$ cat src/rtl/ask_keyer.sv
// On-off-keying ASK stage: gates the NCO carrier by a serial bit, each bit held for SPS samples.
// Latency: 1 clken cycle carrier_i -> ask_o. Optional ASK_RAMP_EN adds a linear amplitude ramp.
// Backpressure: one-deep bit holding register, bit_ready_o = !full; an empty register at a symbol end pulses underrun_o.
module ask_keyer #(
  parameter int DW      = 14,
  parameter int SPS     = 8,
  parameter int CNT_W   = 16,
  parameter int RAMP_SH = 2
) (
  input  logic          clk,
  input  logic          reset_n,
  input  logic          clken,
  input  logic [DW-1:0] carrier_i,
  input  logic          carrier_valid_i,
  input  logic          bit_i,
  input  logic          bit_valid_i,
  output logic          bit_ready_o,
  output logic [DW-1:0] ask_o,
  output logic          ask_valid_o,
  output logic          sym_strobe_o,
  output logic          busy_o,
  output logic          underrun_o
);

  typedef enum logic {IDLE, ACTIVE} state_t;

  localparam logic [CNT_W-1:0] LAST = CNT_W'(SPS - 1);

  state_t           state;
  state_t           nxt_state;
  logic [CNT_W-1:0] cnt;
  logic [CNT_W-1:0] nxt_cnt;
  logic             full;
  logic             held_bit;
  logic             cur_bit;
  logic             nxt_cur;
  logic             out_bit;
  logic             consume;
  logic             strb;
  logic             udr;
  logic             ev;
  logic             accept;

  assign ev          = clken & carrier_valid_i;
  assign accept      = clken & bit_valid_i & ~full;
  assign bit_ready_o = ~full;

  // Next-state decode for a sample event; only applied when ev is high.
  always_comb begin
    nxt_state = state;
    nxt_cnt   = cnt;
    nxt_cur   = cur_bit;
    out_bit   = cur_bit;
    consume   = 1'b0;
    strb      = 1'b0;
    udr       = 1'b0;
    case (state)
      IDLE: begin
        out_bit = 1'b0;
        if (full) begin
          consume   = 1'b1;
          nxt_state = ACTIVE;
          nxt_cur   = held_bit;
          out_bit   = held_bit;
          strb      = 1'b1;
          // Sample 0 of the symbol is emitted by this event, so the next one is sample 1.
          nxt_cnt   = CNT_W'(1);
        end
      end
      ACTIVE: begin
        strb = (cnt == '0);
        if (cnt != LAST) begin
          nxt_cnt = cnt + CNT_W'(1);
        end else begin
          nxt_cnt = '0;
          if (full) begin
            consume = 1'b1;
            nxt_cur = held_bit;
          end else begin
            udr       = 1'b1;
            nxt_state = IDLE;
          end
        end
      end
      default: nxt_state = IDLE;
    endcase
  end

`ifdef ASK_RAMP_EN
  localparam int AMP_MAX = 1 << RAMP_SH;
  logic [RAMP_SH:0]             amp;
  logic [RAMP_SH:0]             amp_tgt;
  logic signed [DW+RAMP_SH+1:0] prod;
  assign amp_tgt = (nxt_state == ACTIVE && nxt_cur) ? (RAMP_SH+1)'(AMP_MAX) : '0;
  assign prod    = $signed(carrier_i) * $signed({1'b0, amp});
`endif

  always_ff @(posedge clk or negedge reset_n) begin
    if (!reset_n) begin
      state        <= IDLE;
      cnt          <= '0;
      full         <= 1'b0;
      held_bit     <= 1'b0;
      cur_bit      <= 1'b0;
      ask_o        <= '0;
      ask_valid_o  <= 1'b0;
      sym_strobe_o <= 1'b0;
      busy_o       <= 1'b0;
      underrun_o   <= 1'b0;
`ifdef ASK_RAMP_EN
      amp          <= '0;
`endif
    end else if (clken) begin
      ask_valid_o  <= carrier_valid_i;
      sym_strobe_o <= 1'b0;
      underrun_o   <= 1'b0;
      full         <= accept | (full & ~(ev & consume));
      if (accept) held_bit <= bit_i;
      if (ev) begin
        state        <= nxt_state;
        cnt          <= nxt_cnt;
        cur_bit      <= nxt_cur;
        sym_strobe_o <= strb;
        underrun_o   <= udr;
        busy_o       <= (nxt_state == ACTIVE);
`ifdef ASK_RAMP_EN
        // Output uses the amplitude before this event's step.
        ask_o <= DW'(prod >>> RAMP_SH);
        if (amp < amp_tgt)      amp <= amp + 1'b1;
        else if (amp > amp_tgt) amp <= amp - 1'b1;
`else
        ask_o <= out_bit ? carrier_i : '0;
`endif
      end
    end
  end

endmodule

$ cat config.mk
export PLATFORM = sky130hd
export DESIGN_NAME = ask_keyer
export DESIGN_NICKNAME = d
export VERILOG_FILES = /design/src/rtl/ask_keyer.sv
export SDC_FILE = /design/constraint.sdc
export NUM_CORES = 1
export LEC_CHECK = 0
export BUFFER_PORTS_ARGS = -buffer_cell sky130_fd_sc_hd__clkbuf_2
export CORE_UTILIZATION = 35
export DETAILED_ROUTE_END_ITERATION = 12
export PLACE_DENSITY = 0.57
export SETUP_SLACK_MARGIN = 0.1
export SLEW_MARGIN = 15
export SYNTH_ARGS = -nofsm -noshare
export SYNTH_HDL_FRONTEND = slang
export SYNTH_SLANG_ARGS = --single-unit
$ cat constraint.sdc
create_clock -name clk -period 3.6 [get_ports clk]
set_clock_uncertainty 0.05 [all_clocks]
set_input_delay 0.36 -clock clk [delete_from_list [all_inputs] [get_ports clk]]
set_output_delay 0.36 -clock clk [all_outputs]
set_load 0.005 [all_outputs]
==> impl_metrics.toml <==
[power]
power_frac_seq_pct = 47.3
finalPower_mw = 1.227
switchingPower_uw = 367.1
power_frac_comb_pct = 21.8
peakVddDrop_mv = 0.2635
p_clk_share_pct = 30.9
powerDensity_nw_per_um2 = 579.0
p_leak_nw = 0.9657
internal_power_uw = 859.4
swShare_pct = 29.93

[clocking]
clk_pin_slew_ps = 80
clock_sink_count = 37
cts_tree = "built"
numCtsBuffers = 5
cts_resized = 0
cts_setup_buffers = 0
clockBufferDepth = 2
insertion_delay_ps = 290
htreeDepth = 2
cts_root_buffer = "clkbuf_8"
ctsHoldBuffers = 0

[timing]
setup_viol = 0
worst_slew_pin_slew_ps = 1034
setup_tns_ps = 0
rsz0062_at_grt = "no"
worst_hold_slack_ps = 131.8
fin_ws_ps = 1392
fmax_ghz = 0.4529
slew_headroom_pct = 31.10
fin_crit_sh_pct = 61.34
drv_slew = 0
hold_viol = 0
fin_crit_ps = 2208

[global_routing]
grt_pass1_vias = 1377
grt_max_degree = 38
grtUsageTotal_pct = 16.62
antenna_found_initial = 0
grt_remaining_overflow = 0
grt_pass1_wl_mm = 6.520

[setup_path]
critPathTopFamily = "compound AO/OA/AOI/OAI gates"
critPathSlowestCell = "a41oi_2"
worstPathRequired_ps = 3730
start_kind = "flip-flop"
worst-setup-path-type = "flip-flop to flip-flop"
cp_slowest_stage_delay_ps = 470
cp_cell_sequence = "ha_1 > nor4bb_1 > a41oi_2 > nand3_1 > o311ai_0"
crit_buf_inv = 0
end_kind = "flip-flop"
arrival_ps = 2340
cp_max_fo = 10

[finish]
fin_area_um2 = 2118
diodes = 0
final_util_pct = 44.26
drive_gt1_share_pct = 24.88
nFillCells = 474
layout.cells.non_filler = 276
syn_to_final_growth_pct = 20.07
fin_nets = 230

[worst_hold_path]
hold_path.class = "primary input to asynchronous set/reset pin"

[floorplan]
dieArea_um2 = 5328
fp.coreArea_um2 = 4786
initial_core_util_pct = 36.86
die_y_um = 73.00
die_w_um = 73.00
rows = 25
ios = 39

[routing]
ant_nets = 0
vias = 1435
via_per_inst = 5.199
firstDrtPassIters = 4
drc = 0
drtIter0Drc = 69
wire_per_inst_um = 13.83
wl_mm = 3.816

[logic_synthesis]
synth_nets = 194
synthArstFlopShare_pct = 100.0
syn_area_um2 = 1764
yosys_most_used_dff = "dfrtp_1"
synth_edf_count = 0
syn_inst = 172
ys_seq_area_share_pct = 52.48
yosys_warnings = 0
syn_area_per_cell_um2 = 10.26
synth-seq-cells = 37
ys_types = 37

[place]
placed_cells = 268
io_buffers = 38
place_congestion = 0.7442
dp_hpwl_mm = 2.604
place_area_um2 = 1998
pre_cts_ws_ps = 1230

[run]
maxCapViolations = 0

[outcome]
status = "finished, final reports clean"
[metal layers]
layer  wire length, µm  vias to the layer above  track usage [%]
met5                 0                        -                0
met4                59                        0            6.536
met3               235                        5            5.249
met2              1664                       42            24.59
met1              1856                      666            22.63
li1                  -                      722                -
[power by group through the flow]
| stage | logic, mW | registers [mW] | clock network (mW) |
|---|---|---|---|
| after floorplan | 0.182 | 0.570 | 0 |
| after global placement | 0.270 | 0.589 | 0 |
| after detailed placement | 0.273 | 0.585 | 0 |
| after CTS | 0.271 | 0.580 | 0.384 |
| after global routing | 0.308 | 0.595 | 0.402 |
| final | 0.267 | 0.580 | 0.379 |
[area by class of cell]
| cell class | count | area [µm²] | area share (%) |
|---|---|---|---|
| flip-flops and latches | 37 | 925.9 | 43.71 |
| repair buffers | 38 | 190.2 | 8.978 |
| well taps | 67 | 83.83 | 3.957 |
| clock buffers | 6 | 82.58 | 3.898 |
| inverters | 11 | 41.29 | 1.949 |
| clock inverters | 2 | 37.54 | 1.772 |
| multi-input cells | 115 | 757.0 | 35.74 |
[worst register-to-register path, cell delays in order, from the launching register on]
cell and delay, ps:
dfrtp_1 420, ha_1 240, nor4bb_1 160, a41oi_2 470, nand3_1 370, o311ai_0 400
[worst paths after layout]
| path | cells past startpoint | from | end | slack, ps |
|---|---|---|---|---|
| max | 5 | cnt[1]$_DFFE_PN0P_ | cnt[12]$_DFFE_PN0P_ | 1390 |
| min | 1 | reset_n | cnt[4]$_DFFE_PN0P_ | 130 |
| max reg2reg | 5 | cnt[1]$_DFFE_PN0P_ | cnt[12]$_DFFE_PN0P_ | 1390 |
| min reg2reg | 1 | ask_o[3]$_DFFE_PN0P_ | ask_o[3]$_DFFE_PN0P_ | 460 |
| max in group asynchronous | 1 | reset_n | ask_o[7]$_DFFE_PN0P_ | 2810 |
| min in group clk | 2 | carrier_i[1] | ask_o[1]$_DFFE_PN0P_ | 230 |
[layout by cell type (no fill, tap or decap), types with 2 or more instances in the layout]
| cell | count |
|---|---|
| o311ai_0 | 3 |
| nor4b_1 | 2 |
| clkbuf_2 | 38 |
| dfrtp_1 | 37 |
| inv_1 | 11 |
| nand4_1 | 4 |
| and4_1 | 2 |
| nor4_1 | 2 |
| nor3_1 | 2 |
| and3_1 | 3 |
| or3_1 | 4 |
| o21ai_0 | 12 |
| o31ai_1 | 3 |
| nor2_1 | 4 |
| nand3_1 | 13 |
| mux2_2 | 2 |
| a22o_1 | 14 |
| clkbuf_8 | 6 |
| o211ai_1 | 4 |
| ha_1 | 2 |
| nand2_1 | 17 |
| a21oi_1 | 8 |
[state kept, by name (all words and copies together), names as in the netlist]
| signal | cells |
|---|---|
| full | 1 |
| underrun_o | 1 |
| cur_bit | 1 |
| ask_o | 14 |
| held_bit | 1 |
| sym_strobe_o | 1 |
| cnt | 16 |
| ask_valid_o | 1 |
| state | 1 |
[synth_stat cells (all sizes together), types with 2 or more instances]
library cell  count  area, µm²
dfrtp            37      925.9
nand2            17      63.81
a22o             14      122.6
nand3            13      65.06
o21ai            12      60.06
inv              11      41.29
a21oi             8      40.04
clkbuf            5      20.01
o211ai            5      51.30
buf               4      20.02
nand4             4      25.02
nor2              4      15.01
or3               4      25.02
and3              3      18.77
o311ai            3      26.28
o31ai             3      22.52
a41oi             2      25.03
and4              2      17.52
ha                2      25.02
mux2              2      22.52
nor3              2      10.01
nor4              2      12.51
nor4b             2      17.52
or4               2      18.77
[logic make-up (layout without fill, tap and decap cells)]
family / count (synthesis) / in the layout / share of synthesized area, %
AOI/OAI and AO/OA: 53 / 53 / 22.55
adders and majority gates: 2 / 2 / 1.418
buffers and inverters: 20 / 57 / 4.609
DFF: 37 / 37 / 52.48
muxes: 2 / 2 / 1.277
and+or+nand+nor: 58 / 58 / 17.66
Power figures use the tool's default switching activity.
